--- config.mk ---
export PLATFORM = sky130hd
export DESIGN_NAME = dcache_axi_bridge_flat
export DESIGN_NICKNAME = d
export VERILOG_FILES = /design/src/rtl/dcache_axi_bridge_if.sv /design/src/rtl/dcache_axi_bridge.sv /design/src/flat_wrapper.sv
export SDC_FILE = /design/constraint.sdc
export NUM_CORES = 1
export LEC_CHECK = 0
export BUFFER_PORTS_ARGS = -buffer_cell sky130_fd_sc_hd__buf_2
export CORE_MARGIN = 3
export CORE_UTILIZATION = 25
export CTS_CLUSTER_DIAMETER = 60
export DETAILED_ROUTE_END_ITERATION = 10
export PLACE_DENSITY = 0.49
export SYNTH_ARGS = -nofsm -noshare
export SYNTH_HDL_FRONTEND = slang
export SYNTH_SLANG_ARGS = --single-unit
--- constraint.sdc ---
create_clock -name clk -period 8.9 [get_ports clk]
set_clock_uncertainty 0.05 [all_clocks]
set_input_delay 0.445 -clock clk [delete_from_list [all_inputs] [get_ports clk]]
set_output_delay 0.445 -clock clk [all_outputs]
set_load 0.01 [all_outputs]
--- src/rtl/dcache_axi_bridge_if.sv ---
// dcache_axi_bridge_if: AXI4 memory bus between the cache bridge (master) and memory (slave).
interface dcache_axi_bridge_if #(
    parameter int ADDR_W = 64,
    parameter int DATA_W = 64
);
    logic              awvalid, awready;
    logic [ADDR_W-1:0] awaddr;
    logic [7:0]        awlen;
    logic [2:0]        awsize;
    logic [1:0]        awburst;
    logic              wvalid, wready, wlast;
    logic [DATA_W-1:0] wdata;
    logic [DATA_W/8-1:0] wstrb;
    logic              bvalid, bready;
    logic [1:0]        bresp;
    logic              arvalid, arready;
    logic [ADDR_W-1:0] araddr;
    logic [7:0]        arlen;
    logic [2:0]        arsize;
    logic [1:0]        arburst;
    logic              rvalid, rready, rlast;
    logic [DATA_W-1:0] rdata;
    logic [1:0]        rresp;

    modport master (
        output awvalid, awaddr, awlen, awsize, awburst, input awready,
        output wvalid, wdata, wstrb, wlast, input wready,
        input bvalid, bresp, output bready,
        output arvalid, araddr, arlen, arsize, arburst, input arready,
        input rvalid, rdata, rresp, rlast, output rready
    );
    modport slave (
        input awvalid, awaddr, awlen, awsize, awburst, output awready,
        input wvalid, wdata, wstrb, wlast, output wready,
        output bvalid, bresp, input bready,
        input arvalid, araddr, arlen, arsize, arburst, output arready,
        output rvalid, rdata, rresp, rlast, input rready
    );
endinterface

--- src/rtl/dcache_axi_bridge.sv ---
// dcache_axi_bridge: turns one cache-line refill or writeback into a single AXI4 INCR burst
// through a BEATS x DATA_W line buffer shared by both directions.
module dcache_axi_bridge #(
    parameter int BEATS  = 8,
    parameter int DATA_W = 64,
    parameter int ADDR_W = 64
) (
    input  logic                     clk,
    input  logic                     rst,
    input  logic                     c_req,
    input  logic                     c_rw,
    input  logic [ADDR_W-1:0]        c_addr,
    input  logic                     c_fifo_wen,
    input  logic [DATA_W-1:0]        c_fifo_wdata,
    input  logic [$clog2(BEATS)-1:0] c_rd_idx,
    output logic [DATA_W-1:0]        c_rdata,
    output logic                     c_done,
    output logic                     c_err,
    dcache_axi_bridge_if.master      m
);
    localparam int IW = $clog2(BEATS);
    localparam logic [ADDR_W-1:0] LINE_MASK = ~ADDR_W'(BEATS * DATA_W / 8 - 1);
    localparam logic [IW-1:0] LAST = IW'(BEATS - 1);
    localparam logic [IW:0] FULL = (IW + 1)'(BEATS);

    typedef enum logic [2:0] {IDLE, AR, R, AW, W, B, DONE} state_t;

    state_t            state, nxt;
    logic [DATA_W-1:0] line [BEATS];
    logic [ADDR_W-1:0] addr;
    logic [IW-1:0]     cnt;
    logic [IW:0]       wptr;
    logic              push, rbeat, wbeat, bbeat;

    assign push  = state == IDLE && c_fifo_wen && wptr != FULL;
    assign rbeat = state == R && m.rvalid;
    assign wbeat = state == W && m.wready;
    assign bbeat = state == B && m.bvalid;

    assign c_rdata   = line[c_rd_idx];
    assign m.arvalid = state == AR;
    assign m.rready  = state == R;
    assign m.awvalid = state == AW;
    assign m.wvalid  = state == W;
    assign m.bready  = state == B;
    assign m.araddr  = addr;
    assign m.awaddr  = addr;
    assign m.arlen   = 8'(BEATS - 1);
    assign m.awlen   = 8'(BEATS - 1);
    assign m.arsize  = 3'($clog2(DATA_W / 8));
    assign m.awsize  = 3'($clog2(DATA_W / 8));
    assign m.arburst = 2'b01;
    assign m.awburst = 2'b01;
    assign m.wdata   = line[cnt];
    assign m.wstrb   = '1;
    assign m.wlast   = state == W && cnt == LAST;

    always_comb begin
        nxt = state;
        case (state)
            IDLE:    nxt = c_req ? (c_rw ? AW : AR) : IDLE;
            AR:      nxt = m.arready ? R : AR;
            R:       nxt = rbeat && (m.rlast || cnt == LAST) ? DONE : R;
            AW:      nxt = m.awready ? W : AW;
            W:       nxt = wbeat && cnt == LAST ? B : W;
            B:       nxt = m.bvalid ? DONE : B;
            DONE:    nxt = c_req ? DONE : IDLE;
            default: nxt = IDLE;
        endcase
    end

    always_ff @(posedge clk) begin
        if (rst) begin
            state  <= IDLE;
            addr   <= '0;
            cnt    <= '0;
            wptr   <= '0;
            c_done <= 1'b0;
            c_err  <= 1'b0;
        end else begin
            state  <= nxt;
            c_done <= state == DONE && c_req;
            if (state == IDLE && c_req) begin
                addr <= c_addr & LINE_MASK;
                cnt  <= '0;
            end
            if (rbeat || wbeat)
                cnt <= cnt + 1'b1;
            if (push)
                wptr <= wptr + 1'b1;
            if (bbeat)
                wptr <= '0;
            if ((rbeat && m.rresp != 2'b00) || (bbeat && m.bresp != 2'b00))
                c_err <= 1'b1;
        end
    end

    // The line buffer is never reset; refill beats and writeback pushes occupy disjoint states.
    always_ff @(posedge clk) begin
        if (push)
            line[wptr[IW-1:0]] <= c_fifo_wdata;
        if (rbeat)
            line[cnt] <= m.rdata;
    end
endmodule

--- src/flat_wrapper.sv ---
// flat-port wrapper written by rule: the top's interface ports become plain ports
module dcache_axi_bridge_flat 
#(
    parameter int BEATS  = 8,
    parameter int DATA_W = 64,
    parameter int ADDR_W = 64
)
  (clk, rst, c_req, c_rw, c_addr, c_fifo_wen, c_fifo_wdata, c_rd_idx, c_rdata, c_done, c_err, m_awvalid, m_awaddr, m_awlen, m_awsize, m_awburst, m_awready, m_wvalid, m_wdata, m_wstrb, m_wlast, m_wready, m_bvalid, m_bresp, m_bready, m_arvalid, m_araddr, m_arlen, m_arsize, m_arburst, m_arready, m_rvalid, m_rdata, m_rresp, m_rlast, m_rready);
  dcache_axi_bridge_if #(.ADDR_W(ADDR_W), .DATA_W(DATA_W)) m_i ();
  input  logic clk;
  input  logic rst;
  input  logic c_req;
  input  logic c_rw;
  input  logic [ADDR_W-1:0] c_addr;
  input  logic c_fifo_wen;
  input  logic [DATA_W-1:0] c_fifo_wdata;
  input  logic [$clog2(BEATS)-1:0] c_rd_idx;
  output logic [DATA_W-1:0] c_rdata;
  output logic c_done;
  output logic c_err;
  output wire logic [$bits(m_i.awvalid)-1:0] m_awvalid;
  output wire logic [$bits(m_i.awaddr)-1:0] m_awaddr;
  output wire logic [$bits(m_i.awlen)-1:0] m_awlen;
  output wire logic [$bits(m_i.awsize)-1:0] m_awsize;
  output wire logic [$bits(m_i.awburst)-1:0] m_awburst;
  input wire logic [$bits(m_i.awready)-1:0] m_awready;
  output wire logic [$bits(m_i.wvalid)-1:0] m_wvalid;
  output wire logic [$bits(m_i.wdata)-1:0] m_wdata;
  output wire logic [$bits(m_i.wstrb)-1:0] m_wstrb;
  output wire logic [$bits(m_i.wlast)-1:0] m_wlast;
  input wire logic [$bits(m_i.wready)-1:0] m_wready;
  input wire logic [$bits(m_i.bvalid)-1:0] m_bvalid;
  input wire logic [$bits(m_i.bresp)-1:0] m_bresp;
  output wire logic [$bits(m_i.bready)-1:0] m_bready;
  output wire logic [$bits(m_i.arvalid)-1:0] m_arvalid;
  output wire logic [$bits(m_i.araddr)-1:0] m_araddr;
  output wire logic [$bits(m_i.arlen)-1:0] m_arlen;
  output wire logic [$bits(m_i.arsize)-1:0] m_arsize;
  output wire logic [$bits(m_i.arburst)-1:0] m_arburst;
  input wire logic [$bits(m_i.arready)-1:0] m_arready;
  input wire logic [$bits(m_i.rvalid)-1:0] m_rvalid;
  input wire logic [$bits(m_i.rdata)-1:0] m_rdata;
  input wire logic [$bits(m_i.rresp)-1:0] m_rresp;
  input wire logic [$bits(m_i.rlast)-1:0] m_rlast;
  output wire logic [$bits(m_i.rready)-1:0] m_rready;
  assign m_awvalid = m_i.awvalid;
  assign m_awaddr = m_i.awaddr;
  assign m_awlen = m_i.awlen;
  assign m_awsize = m_i.awsize;
  assign m_awburst = m_i.awburst;
  assign m_i.awready = m_awready;
  assign m_wvalid = m_i.wvalid;
  assign m_wdata = m_i.wdata;
  assign m_wstrb = m_i.wstrb;
  assign m_wlast = m_i.wlast;
  assign m_i.wready = m_wready;
  assign m_i.bvalid = m_bvalid;
  assign m_i.bresp = m_bresp;
  assign m_bready = m_i.bready;
  assign m_arvalid = m_i.arvalid;
  assign m_araddr = m_i.araddr;
  assign m_arlen = m_i.arlen;
  assign m_arsize = m_i.arsize;
  assign m_arburst = m_i.arburst;
  assign m_i.arready = m_arready;
  assign m_i.rvalid = m_rvalid;
  assign m_i.rdata = m_rdata;
  assign m_i.rresp = m_rresp;
  assign m_i.rlast = m_rlast;
  assign m_rready = m_i.rready;
  dcache_axi_bridge #(.BEATS(BEATS), .DATA_W(DATA_W), .ADDR_W(ADDR_W)) u_core (.clk(clk), .rst(rst), .c_req(c_req), .c_rw(c_rw), .c_addr(c_addr), .c_fifo_wen(c_fifo_wen), .c_fifo_wdata(c_fifo_wdata), .c_rd_idx(c_rd_idx), .c_rdata(c_rdata), .c_done(c_done), .c_err(c_err), .m(m_i));
endmodule
==> results.md <==
* Total buffers and inverters traversed by the critical path at 2
* Warnings from Yosys at 0
* Vias after detailed routing at approximately 16000
* Routed wire per std cell at ~22 microns
* Max Cap Viol at 0
* CORE AREA at 108000 sq um
* Vias in the first global route at 17200
* RSZ-0062 raised after global routing: false
* CP cell instances: buf_4 > mux4_2 > mux2_2 > buf_2
* Req. time, crit path at 8.41 ns
* Placed wire-length estimate at about 44000 microns
* Root Driver: sky130_fd_sc_hd__clkbuf_16
* Diodes inserted at 0
* Maximum number of pins on one net before global-route repair at 77
* Number of buffers added by the clock tree synthesis step at between 70 and 80
* Number of setup violations in the final report at 0
* Run status: finished, final reports clean
* Synthesized cell area at 27400 sq um
* Sum of negative setup slack at 0 ns
* Number of slew-limit violations in the final report at 0
* Time the final worst path needs with I/O delays and setup at ~3.7 ns
* Share of cells above drive strength 1 at 0.527
* Die area at 114000 sq um
* Peak per-stage delay on the critical path at 0.79 ns
* Family with the most delay on the worst path: buffers and inverters
* Synth Instances at 1509
* Critical path class: reg -> out
* Initial cell density of the core at 0.254
* Maximum resistive drop on vdd at between 0.0001 and 0.00015 V
* Slowest library cell on the worst path: sky130_fd_sc_hd__buf_4
* Iteration-0 DRC count of the detailed router at approximately 690
* Kind of launch point of the worst setup path: flop
* Synthesized flop and latch total at roughly 590
* Placement Rows at 120
* Static Leakage at approximately 12 nW
* Hold violation total from the final report at 0
* Highest Clock Rate at roughly 270 MHz
* First-pass GRT wire length at approximately 110000 microns
* Maximum fanout along the worst path at 44
* Distinct cells, synth at between 40 and 50
* Number of gates given a new drive strength after cts at 0
* Tot Pwr at a little over 7 mW
* Classification of the worst-slack hold path: in -> reg
* DRC Markers at 0
* First drt pass iteration count at 4
* CTS tree: done
* Total power per unit cell area at approximately 210 nW/um^2
* Fin area at between 30000 and 40000 sq um
* H-tree levels at 3
* Dominant register cell in the synthesized netlist: sky130_fd_sc_hd__edfxtp_1
* Final critical-path share of the clock period at 0.416
* Vertical die dimension at between 300 and 400 microns
* Placer's final routability congestion estimate at approximately 0.80
* Remaining number of nets flagged by the antenna check after routing at 0
* Slew Limit Headroom at 0.189
* Portion of the post-synthesis area used by sequential elements at 0.614
* Total Routed Length at about 75000 microns
* Post-detailed-placement cell area at 30700 sq um
* Count of input and output buffers at 455
* Arrival time at the worst endpoint at 3.21 ns
* CTS max path bufs at 3
* Die W at ~340 microns
* Overflow left after global routing at 0
* Slew at the pin closest to its max-slew limit at 1.22 ns
* TritonCTS sink count at around 600
* NumNets Final at ~2200
* CTS clock-pin slew for the worst setup and hold paths at roughly 0.05 ns
* Hold Worst Slack at between 0.08 and 0.09 ns
* Initial antenna violation count at 1
* Mean cell area of the mapped netlist at approximately 18 sq um
* Fraction of registers with async set or reset after synthesis at 0
* Global router's overall resource usage at 0.130
* Post-synth EDFFs at 512
* Number of top-level design ports at between 500 and 600
* Capturing element type of the critical path: output port
* Growth of design area from synthesis to finish at 22.9%
* Via-to-Cell Ratio at 4.61
* Clk_lat worst skew at between 0.6 and 0.7 ns
logic make-up (layout without fill, tap and decap cells):
family / after synthesis / in the layout / share of synthesized area
and+or+nand+nor: 165 / 165 / 0.0284
AOI/OAI and AO/OA: 83 / 83 / 0.0160
muxes: 458 / 458 / 0.293
adders and majority gates: 4 / 4 / 0.00183
other: 2 / 46 / 0.000274
DFF: 585 / 585 / 0.614
buffers and inverters: 212 / 679 / 0.0460
synth_stat cells (6+ instances only):
master | n | area [sq um]
sky130_fd_sc_hd__buf_4 | 108 | 811
sky130_fd_sc_hd__nor4_1 | 8 | 50.1
sky130_fd_sc_hd__mux2i_1 | 6 | 60.1
sky130_fd_sc_hd__o21ai_0 | 9 | 45.0
sky130_fd_sc_hd__buf_2 | 35 | 175
sky130_fd_sc_hd__buf_1 | 8 | 30.0
sky130_fd_sc_hd__edfxtp_1 | 512 | 15400
sky130_fd_sc_hd__mux2_2 | 195 | 2200
sky130_fd_sc_hd__nand2_1 | 118 | 443
sky130_fd_sc_hd__mux4_2 | 256 | 5770
sky130_fd_sc_hd__dfxtp_1 | 73 | 1460
sky130_fd_sc_hd__a21oi_1 | 65 | 325
sky130_fd_sc_hd__clkbuf_1 | 54 | 203
sky130_fd_sc_hd__nand3b_1 | 6 | 45.0
repair_timing:
action                    4_1_cts  5_1_grt
hold buffers                   54        0
setup buffers                   0        0
hold endpoints to repair       54        0
cell type report:
class                      instances  area, sq um
multi-input combinational        756         9540
fill                           10500        74300
inverter                           5         18.8
timing repair buffer             536         3060
sequential                       585        16800
clock buffer                      94         2020
clock inverter                    44          428
tap                             1403         1760
placed cells by master, fill, tap and decap left out, types with 2 or more instances in the layout:
cell | synthesis | final
sky130_fd_sc_hd__o21ai_0 | 9 | 9
sky130_fd_sc_hd__clkbuf_1 | 54 | 14
sky130_fd_sc_hd__dfxtp_4 | 0 | 3
sky130_fd_sc_hd__nor2b_1 | 3 | 3
sky130_fd_sc_hd__a31oi_1 | 3 | 3
sky130_fd_sc_hd__a21o_1 | 2 | 2
sky130_fd_sc_hd__nor4_2 | 0 | 8
sky130_fd_sc_hd__clkbuf_16 | 0 | 77
sky130_fd_sc_hd__nor2_1 | 5 | 5
sky130_fd_sc_hd__dfxtp_1 | 73 | 70
sky130_fd_sc_hd__dlygate4sd3_1 | 0 | 54
sky130_fd_sc_hd__a21oi_1 | 65 | 65
sky130_fd_sc_hd__inv_1 | 5 | 5
sky130_fd_sc_hd__clkinvlp_4 | 0 | 3
sky130_fd_sc_hd__bufinv_16 | 0 | 6
sky130_fd_sc_hd__buf_4 | 108 | 26
sky130_fd_sc_hd__clkinv_8 | 0 | 2
sky130_fd_sc_hd__clkinv_1 | 0 | 11
sky130_fd_sc_hd__mux2_2 | 195 | 195
sky130_fd_sc_hd__nand3b_1 | 6 | 6
sky130_fd_sc_hd__buf_2 | 35 | 452
sky130_fd_sc_hd__conb_1 | 2 | 46
sky130_fd_sc_hd__mux2i_1 | 6 | 6
sky130_fd_sc_hd__inv_8 | 0 | 3
sky130_fd_sc_hd__ha_1 | 4 | 4
sky130_fd_sc_hd__nor3b_1 | 3 | 3
sky130_fd_sc_hd__edfxtp_1 | 512 | 512
sky130_fd_sc_hd__nand2b_1 | 4 | 4
sky130_fd_sc_hd__buf_12 | 0 | 2
sky130_fd_sc_hd__and3b_1 | 3 | 3
sky130_fd_sc_hd__inv_6 | 0 | 5
sky130_fd_sc_hd__nand3_1 | 4 | 4
sky130_fd_sc_hd__nand2_1 | 118 | 118
sky130_fd_sc_hd__mux4_2 | 256 | 256
sky130_fd_sc_hd__clkbuf_8 | 0 | 3
sky130_fd_sc_hd__clkinv_2 | 0 | 13
tightest hold or removal path: stages:
cell and delay, ns:
sky130_fd_sc_hd__buf_2 0.12, sky130_fd_sc_hd__nand2_1 0.06, sky130_fd_sc_hd__a31oi_1 0.07
per-stage QoR:
step,setup WS [ns],utilization,instances
finish,5.20,0.312,3423
global route,4.92,0.312,3423
CTS,5.03,0.312,3423
detailed placement,5.39,0.284,3231
global placement,5.39,0.284,3231
floorplan,0.870,-,1553
worst paths after layout:
check,startpoint,to,slack (ns),depth (start not counted)
min reg2reg,u_core.m.araddr[29],u_core.m.araddr[29],0.42,2
max,flop,m_wdata[29],5.20,4
min,m_awready,u_core.state[2],0.08,3
max reg2reg,u_core.state[1],u_core.line[1][43],5.59,4
state kept, by name, summed over array words and instances (netlist names), named ones only:
name             count
u_core.c_done        1
u_core.c_err         1
u_core.cnt           3
u_core.line        512
u_core.m.araddr     58
u_core.state         3
u_core.wptr          4
layer usage:
layer,vias to the layer above,part of all wire,global-route usage
met3,99,0.058,0.0299
met4,0,0.021,0.0343
met1,8257,0.41,0.161
met5,-,0,0
met2,516,0.51,0.227
li1,6895,-,-
power breakdown:
group          switching (mW)  total (mW)  internal (mW)
logic                   0.524       0.973          0.450
registers              0.0653        3.20           3.14
clock network            1.17        2.97           1.80
total                    1.76        7.14           5.38
(Power assumes the default switching activity.)
